$ cat src/rtl/pipe_pkg.sv
// pipe_pkg: shared definitions for the 3-stage pipeline hazard controller.
//   ctrl_state_t : sequencing states of pipe_ctrl (RUN / MEM_WAIT / ERR)
//   RS1_LSB, RS2_LSB, RD_LSB, REG_W : register-field positions in a 32-bit instruction
//   reg_field()  : extracts a 5-bit register index from an instruction word
package pipe_pkg;

  typedef enum logic [1:0] {
    RUN      = 2'd0,
    MEM_WAIT = 2'd1,
    ERR      = 2'd2
  } ctrl_state_t;

  localparam int RS1_LSB = 15;
  localparam int RS2_LSB = 20;
  localparam int RD_LSB  = 7;
  localparam int REG_W   = 5;

  function automatic logic [REG_W-1:0] reg_field(input logic [31:0] inst, input int lsb);
    return inst[lsb +: REG_W];
  endfunction

endpackage

$ cat src/rtl/fwd_unit.sv
// fwd_unit: writeback-to-EX operand forwarding compare (purely combinational).
// Ports:
//   ex_inst   in  32 : instruction in EX (supplies rs1, rs2)
//   wb_inst   in  32 : instruction in MEM/WB (supplies rd)
//   wb_reg_wr in  1  : MEM/WB instruction writes the register file
//   fwd_a     out 1  : operand A should take the writeback result
//   fwd_b     out 1  : operand B should take the writeback result
module fwd_unit
  import pipe_pkg::*;
(
  input  logic [31:0] ex_inst,
  input  logic [31:0] wb_inst,
  input  logic        wb_reg_wr,
  output logic        fwd_a,
  output logic        fwd_b
);

  logic [REG_W-1:0] rs1;
  logic [REG_W-1:0] rs2;
  logic [REG_W-1:0] rd;
  logic             wb_live;

  assign rs1 = reg_field(ex_inst, RS1_LSB);
  assign rs2 = reg_field(ex_inst, RS2_LSB);
  assign rd  = reg_field(wb_inst, RD_LSB);

  // x0 is hard-wired to zero, so a write to it never produces a forwardable value.
  assign wb_live = wb_reg_wr && (rd != '0);

  assign fwd_a = wb_live && (rd == rs1);
  assign fwd_b = wb_live && (rd == rs2);

endmodule

$ cat src/rtl/pipe_ctrl.sv
// pipe_ctrl: hazard and sequencing controller for the IF | DE/EX | MEM/WB pipeline.
// Drives hold/flush of PC, preg_1 and preg_2, selects WB->EX forwarding and
// freezes the pipeline while a data-memory access waits for dm_ack.
// Optional feature macro: PIPE_CTRL_TIMEOUT_EN (wait counter + sticky ERR state);
// without it MEM_WAIT waits indefinitely and mem_err is tied to 0.
// Parameters: TIMEOUT (wait cycles before ERR), CNT_W (stall counter width).
// Ports:
//   clk, reset (sync, active-high)
//   ex_inst, wb_inst, wb_reg_wr : forwarding inputs
//   dm_req, dm_ack              : data-memory handshake for the MEM/WB access
//   br_taken                    : EX resolves a taken branch/jump
//   hold_pc, hold_preg_1, hold_preg_2, flush_preg_1, flush_preg_2 : pipeline controls
//   fwd_a, fwd_b                : operand forwarding selects
//   mem_err                     : sticky access timeout
//   stall_cnt                   : saturating count of frozen cycles
module pipe_ctrl
  import pipe_pkg::*;
#(
  parameter int TIMEOUT = 16,
  parameter int CNT_W   = 32
) (
  input  logic             clk,
  input  logic             reset,
  input  logic [31:0]      ex_inst,
  input  logic [31:0]      wb_inst,
  input  logic             wb_reg_wr,
  input  logic             dm_req,
  input  logic             dm_ack,
  input  logic             br_taken,
  output logic             hold_pc,
  output logic             hold_preg_1,
  output logic             hold_preg_2,
  output logic             flush_preg_1,
  output logic             flush_preg_2,
  output logic             fwd_a,
  output logic             fwd_b,
  output logic             mem_err,
  output logic [CNT_W-1:0] stall_cnt
);

  if (TIMEOUT < 1) begin : g_timeout_chk
    $error("pipe_ctrl: TIMEOUT must be at least 1");
  end

  ctrl_state_t state;
  ctrl_state_t state_nxt;
  logic        freeze;
  logic        fwd_a_raw;
  logic        fwd_b_raw;

`ifdef PIPE_CTRL_TIMEOUT_EN
  localparam int WAIT_W = (TIMEOUT > 1) ? $clog2(TIMEOUT) : 1;
  logic [WAIT_W-1:0] wait_cnt;
  logic              wait_expired;

  assign wait_expired = (wait_cnt == WAIT_W'(TIMEOUT - 1));
`endif

  fwd_unit u_fwd (
    .ex_inst   (ex_inst),
    .wb_inst   (wb_inst),
    .wb_reg_wr (wb_reg_wr),
    .fwd_a     (fwd_a_raw),
    .fwd_b     (fwd_b_raw)
  );

  // Next state and freeze decision.
  always_comb begin
    // NOTE: every variable gets a default first so no path can infer a latch.
    state_nxt = state;
    freeze    = 1'b0;
    unique case (state)
      RUN: begin
        // dm_ack without dm_req falls through here and is ignored.
        if (dm_req && !dm_ack) begin
          freeze    = 1'b1;
          state_nxt = MEM_WAIT;
        end
      end
      MEM_WAIT: begin
        if (dm_ack) begin
          state_nxt = RUN;
        end else begin
          freeze = 1'b1;
`ifdef PIPE_CTRL_TIMEOUT_EN
          if (wait_expired) state_nxt = ERR;
`endif
        end
      end
      ERR: begin
        freeze = 1'b1;
      end
      default: begin
        state_nxt = RUN;
      end
    endcase
  end

  // Mealy pipeline controls. A taken branch seen while frozen is dropped here;
  // br_taken stays up while EX is held, so the release cycle flushes it.
  always_comb begin
    hold_pc      = 1'b0;
    hold_preg_1  = 1'b0;
    hold_preg_2  = 1'b0;
    flush_preg_1 = 1'b0;
    flush_preg_2 = 1'b0;
    fwd_a        = 1'b0;
    fwd_b        = 1'b0;
    if (reset) begin
      flush_preg_1 = 1'b1;
      flush_preg_2 = 1'b1;
    end else begin
      hold_pc      = freeze;
      hold_preg_1  = freeze;
      hold_preg_2  = freeze;
      flush_preg_1 = br_taken && !freeze;
      fwd_a        = fwd_a_raw;
      fwd_b        = fwd_b_raw;
    end
  end

  // NOTE: sequential state uses non-blocking assignments so every register
  // samples pre-edge values regardless of statement order.
  always_ff @(posedge clk) begin
    if (reset) begin
      state     <= RUN;
      stall_cnt <= '0;
    end else begin
      state <= state_nxt;
      if (freeze && (stall_cnt != '1)) stall_cnt <= stall_cnt + CNT_W'(1);
    end
  end

`ifdef PIPE_CTRL_TIMEOUT_EN
  always_ff @(posedge clk) begin
    if (reset) begin
      wait_cnt <= '0;
      mem_err  <= 1'b0;
    end else begin
      if ((state != MEM_WAIT) && (state_nxt == MEM_WAIT)) begin
        wait_cnt <= '0;
      end else if ((state == MEM_WAIT) && !dm_ack) begin
        wait_cnt <= wait_cnt + WAIT_W'(1);
      end
      if (state_nxt == ERR) mem_err <= 1'b1;
    end
  end
`else
  assign mem_err = 1'b0;
`endif

endmodule

$ cat config.mk
export PLATFORM = sky130hd
export DESIGN_NAME = pipe_ctrl
export DESIGN_NICKNAME = d
export VERILOG_FILES = /design/src/rtl/pipe_pkg.sv /design/src/rtl/fwd_unit.sv /design/src/rtl/pipe_ctrl.sv
export SDC_FILE = /design/constraint.sdc
export NUM_CORES = 1
export LEC_CHECK = 0
export CAP_MARGIN = 0
export CORE_MARGIN = 4
export CORE_UTILIZATION = 34
export CTS_CLUSTER_SIZE = 8
export DETAILED_ROUTE_END_ITERATION = 10
export PLACE_DENSITY_LB_ADDON = 0.3
export RECOVER_POWER = 50
export SKIP_LAST_GASP = 1
export SYNTH_ARGS = -nofsm -noshare
export SYNTH_HDL_FRONTEND = slang
export SYNTH_SLANG_ARGS = --single-unit
$ cat constraint.sdc
create_clock -name clk -period 2.2 [get_ports clk]
set_input_delay 0.44 -clock clk [delete_from_list [all_inputs] [get_ports clk]]
set_output_delay 0.44 -clock clk [all_outputs]
set_load 0.05 [all_outputs]
After elaboration in Yosys (flattened, before gate mapping)

Index checks and enable logic that the tools add are counted.

Output and inout bits: 40
Word-level logic and storage cells: 33
Bits in registers: 34

Multiplexer cells: 11
Add/sub/neg operators: 1
Equal/unequal tests: 7
Bitwise logic cells: 1
Reductions and logical operators: 11

Operator list:

| kind                    | count |
|---|---|
| $add A32 B1 Y32 const B | 1 |
| $ne A32 B32 Y1 const B  | 1 |
| $eq A5 B5 Y1            | 2 |
| $mux W1                 | 7 |
| $logic_and A1 B1 Y1     | 6 |
| $pmux W2 S3             | 1 |
| $reduce_bool A5 Y1      | 1 |
| $mux W2                 | 2 |
| $ne A2 B2 Y1 const B    | 2 |
| $pmux W1 S3             | 1 |
| $reduce_and A3 Y1       | 1 |
| $eq A2 B1 Y1 const B    | 1 |
| $eq A2 B2 Y1 const B    | 1 |
| $logic_not A1 Y1        | 2 |
| $logic_not A2 Y1        | 1 |
| $not A1 Y1              | 1 |

Logic depth before layout (Yosys ltp)

Depth after elaboration: 7
Mapped depth: 7
Mapped depth without buffers: 6

Modules after synthesis

From an unflattened synthesis, not the netlist that was laid out.

Cell total of the unflattened synthesis: 226
Area, all modules: 1,866.8 µm²

Modules (own cells, without submodules):

| module    | cells an instance | times used | area an instance (µm²) |
|---|---|---|---|
| pipe_ctrl | 210               | 1          | 1,742.9 |
| fwd_unit  | 16                | 1          | 123.9 |

Worst setup path before layout

OpenSTA, ideal clock, no wires.

Kind: input to output
Start: in reset
End: out fwd_a
Buffers on the path: 1
Arrival: 2.370 ns
Stages: 4
Setup slack: -0.610 ns
Path through: clkbuf_1 -> nor2b_1 -> o21ai_0 -> nor4_1

Cells in the longest elaborated chain, start to end: 1

Ends and longest elaborated chain:

| what               | RTL line         | RTL |
|---|---|---|
| start: declaration | pipe_ctrl.sv:23  | `input logic reset,` |
| $mux W1            | pipe_ctrl.sv:109 | `if (reset) begin` |
| end: declaration   | pipe_ctrl.sv:35  | `output logic fwd_a,` |

No other way between the ends.

Final worst setup path

Start: in dm_ack
End: out hold_preg_1

Cells in the longest elaborated chain, start to end: 5

Ends and longest elaborated chain:

| what                | RTL line         | RTL |
|---|---|---|
| start: declaration  | pipe_ctrl.sv:28  | `input logic dm_ack,` |
| $logic_not A1 Y1    | pipe_ctrl.sv:75  | `if (dm_req && !dm_ack) begin` |
| $logic_and A1 B1 Y1 | pipe_ctrl.sv:75  |  |
| $mux W1             | pipe_ctrl.sv:75  |  |
| $pmux W1 S3 (*)     | pipe_ctrl.sv:72  | `unique case (state)` |
| $mux W1 (*)         | pipe_ctrl.sv:109 |  |
| end: declaration    | pipe_ctrl.sv:31  | `output logic hold_preg_1,` |

Every way passes the cells marked *; elsewhere a longest branch is shown, timed or not.

==> flow_metrics.env <==
export IMPL_status="finished clean"
export IMPL_cp_cell_sequence="clkdlybuf4s50_1 -> o21bai_2 -> buf_4 -> nor2_2 -> buf_12"
export IMPL_ys_types=37
export IMPL_h_tree_depth=2
export IMPL_cts_buffers=5
export IMPL_die_h_um=81.2
export IMPL_fin_skew_ps=6.63
export IMPL_crit_family="buffers and inverters"
export IMPL_wl_mm=5.17
export IMPL_reg2reg_to="stall_cnt[22]"
export IMPL_fmaxAchievable_mhz=464
export IMPL_vias_per_cell=5.30
export IMPL_crit_buf_inv=3
export IMPL_whs_path_depth=2
export IMPL_synthSimpleGateAreaFrac_pct=30.6
export IMPL_worstMarginPinSlew_ps=516
export IMPL_dr_pass1_iters=4
export IMPL_row_count=26
export IMPL_ctsHoldBuffers=0
export IMPL_fp_coreArea_um2=5140
export IMPL_r2r_start="stall_cnt[5]"
export IMPL_cp_data_arrival_time_ps=1720
export IMPL_netlist_area_leader_share_pct=36.3
export IMPL_setup_worst_path_start_class="primary input"
export IMPL_port_buffers=59
export IMPL_hold_viol=0
export IMPL_cts_clk_slew_worst_paths_ps=70
export IMPL_whs_ps=489
export IMPL_drt_iter0_drc=173
export IMPL_root_buffer="clkbuf_8"
export IMPL_grt_met2_usage_pct=29.1
export IMPL_finalWeightedCongestion=0.766
export IMPL_max_cap_violations=0
export IMPL_max_stage_delay_ps=380
export IMPL_ys_ff_latch=33
export IMPL_slowest_stage="clkdlybuf4s50_1"
export IMPL_dieArea_um2=6590
export IMPL_layout_worst_path_cycle_share_pct=98.0
export IMPL_clk_latency_ps=280
export IMPL_cts_tree="built"
export IMPL_ys_seq_area_share_pct=36.3
export IMPL_synth_area_leaders="dfxtp_1, a21oi_1, or4_1"
export IMPL_final_setup_viol_count=0
export IMPL_grt_pass1_vias=1916
export IMPL_p_leak_nw=0.983
export IMPL_synth_area_um2=1820
export IMPL_detail_route_wl_per_cell_um=13.6
export IMPL_hold_class="flip-flop to flip-flop"
export IMPL_antenna_cells=0
export IMPL_grtUsageTotal_pct=16.7
export IMPL_final_layout_size_suffix_gt1_share_pct=27.2
export IMPL_synthAdderAreaFrac_pct=0.688
export IMPL_syn_inst=227
export IMPL_ios=110
export IMPL_fillers=492
export IMPL_synth_top_family_by_area="simple AND/OR/NAND/NOR gates"
export IMPL_rsz0062_at_grt="yes"
export IMPL_synth_mux_area_share_pct=0
export IMPL_die_x_um=81.2
export IMPL_dp_hpwl_mm=3.84
export IMPL_antenna_found_initial=0
export IMPL_hold_path_endpoint="stall_cnt[14]"
export IMPL_worstPathRequired_ps=1760
export IMPL_cp_end_kind="primary output"
export IMPL_worstPathMaxFanout=7
export IMPL_use_met3_pct=4.55
export IMPL_ff2ff_setup_slack_ps=90
export IMPL_report_power_total_mw=1.29
export IMPL_worstSetupPathType="primary input to primary output"
export IMPL_drv_slew=0
export IMPL_avgSynthCellArea_um2=8.01
export IMPL_syn_to_final_growth_pct=62.2
export IMPL_crit_start="dm_ack"
export IMPL_synth_compound_area_share_pct=18.8
export IMPL_min_delay_start="stall_cnt[14]"
export IMPL_syn_nets=298
export IMPL_slew_headroom_pct=65.5
export IMPL_vias=2010
export IMPL_synth_top_area_cell="dfxtp_1"
export IMPL_reg2reg_depth=7
export IMPL_yosysWarnings=0
export IMPL_initial_core_util_pct=35.4
export IMPL_ant_nets=0
export IMPL_gr_max_usage_layer="met2"
export IMPL_clockBufferDepth=2
export IMPL_vdd_drop_max_mv=0.235
export IMPL_grt_max_degree=36
export IMPL_cts_sinks=33
export IMPL_met1_usage_pct=20.9
export IMPL_drcViolationCount=0
export IMPL_p_per_area_nw_per_um2=436
export IMPL_grt_pass1_wl_mm=8.78
export IMPL_instances_no_fill=379
export IMPL_num_nets_final=379
export IMPL_min_period_ps=2160
export IMPL_synth_xor_area_share_pct=8.18
export IMPL_dp_cells=370
export IMPL_grt_overflow_total=0
metal layers:
layer / wire length (µm) / up-vias / part of all wire (%)
met5: 0 / - / 0
met4: 19 / 0 / 0.37
met3: 222 / 4 / 4.3
met2: 2690 / 45 / 52
met1: 2240 / 962 / 43
li1: - / 999 / -
cells in the mapped netlist (all sizes together):
library cell   n
nand4         10
ha             1
a21oi         27
o21bai         1
or4           15
or2            1
conb           1
or3           16
a211oi         2
a21o           2
o21ai         15
or2b           1
nor4           4
nand2         19
nor3b          1
inv            5
clkbuf         8
xnor2         12
and3           2
nor2b          1
dfxtp         33
a211o          1
o41ai          1
or4b           1
xor2           5
o31ai         10
nand3b         1
nand3          9
nor3           2
nor2          13
buf            7
registers in the layout, summed over array words and instances, names as in the netlist:
signal	cells
stall_cnt	32
state	1
cells in the final DEF, fill, tap and decap left out, types with 2 or more instances in the layout:
master and n:
clkbuf_8 7, dfxtp_4 9, buf_12 6, xnor2_1 12, clkdlybuf4s15_1 2, a211oi_1 2
or4_1 13, o31ai_1 10, nor4_4 3, dfxtp_2 14, dfxtp_1 10, o21ai_0 14
buf_6 2, a21oi_1 27, clkdlybuf4s50_1 39, and3_1 2, or3_1 14, nand3_1 9
xor2_1 5, nand2_1 19, inv_1 5, dlymetal6s2s_1 3, buf_4 28, nor3_1 2
nand4_1 9, dlygate4sd2_1 8, nor2_1 12
power breakdown:
| group | leakage [nW] | total, mW | switching [mW] | internal, mW |
|---|---|---|---|---|
| sequential | 0.280 | 0.595 | 0.00338 | 0.592 |
| clock | 0.0542 | 0.501 | 0.218 | 0.283 |
| combinational | 0.649 | 0.192 | 0.0993 | 0.0922 |
| total | 0.983 | 1.29 | 0.321 | 0.967 |
cell type report:
| class | count | area [µm²] | area share (%) |
|---|---|---|---|
| clock inverter | 1 | 5.00 | 0.170 |
| tap | 70 | 87.6 | 2.97 |
| clock buffer | 7 | 96.3 | 3.26 |
| inverter | 5 | 18.8 | 0.636 |
| timing repair buffer | 89 | 896 | 30.4 |
| multi-input combinational | 174 | 1140 | 38.5 |
| sequential | 33 | 712 | 24.1 |
worst reg2reg max path: cells and delay by family (launching register included):
kind                   cells  cell delay, ps
DFF                        1             370
buffers and inverters      2             320
AOI/OAI and AO/OA          1             120
and+or+nand+nor            4            1250
through the flow:
step / TNS [ps] / utilization (%) / worst slack [ps] / cell area, µm²
after floorplan: -972 / - / -214 / 1920
after global placement: -1200 / 54.5 / -170 / 2800
after detailed placement: -1230 / 54.5 / -177 / 2800
after CTS: 0 / 57.0 / 2.26 / 2930
after global routing: -18.9 / 57.4 / -6.17 / 2950
final: 0 / 57.4 / 44.5 / 2950
worst max-delay path by stage:
stage	slack, ps	endpoint	depth (start not counted)
2_1_floorplan	-210	stall_cnt[28]	7
3_3_place_gp	-170	stall_cnt[20]	6
3_5_place_dp	-180	stall_cnt[22]	6
4_1_cts	2	fwd_a	6
5_1_grt	-6	fwd_b	7
6_report	40	hold_preg_1	5
kinds of logic after synthesis:
| logic type | after synthesis |
|---|---|
| AND/OR/NAND/NOR | 96 |
| other | 1 |
| XOR/XNOR | 17 |
| adder cells (fa/ha/maj) | 1 |
| AO/OA/AOI/OAI | 59 |
| flip-flops | 33 |
| buffers and inverters | 20 |
what timing repair did:
action	CTS	global route
gates cloned	0	0
setup endpoints to repair	5	16
pin swaps	7	6
setup buffers	1	0
gates resized for setup	17	10
No activity file was read; power rests on OpenSTA's default activity.
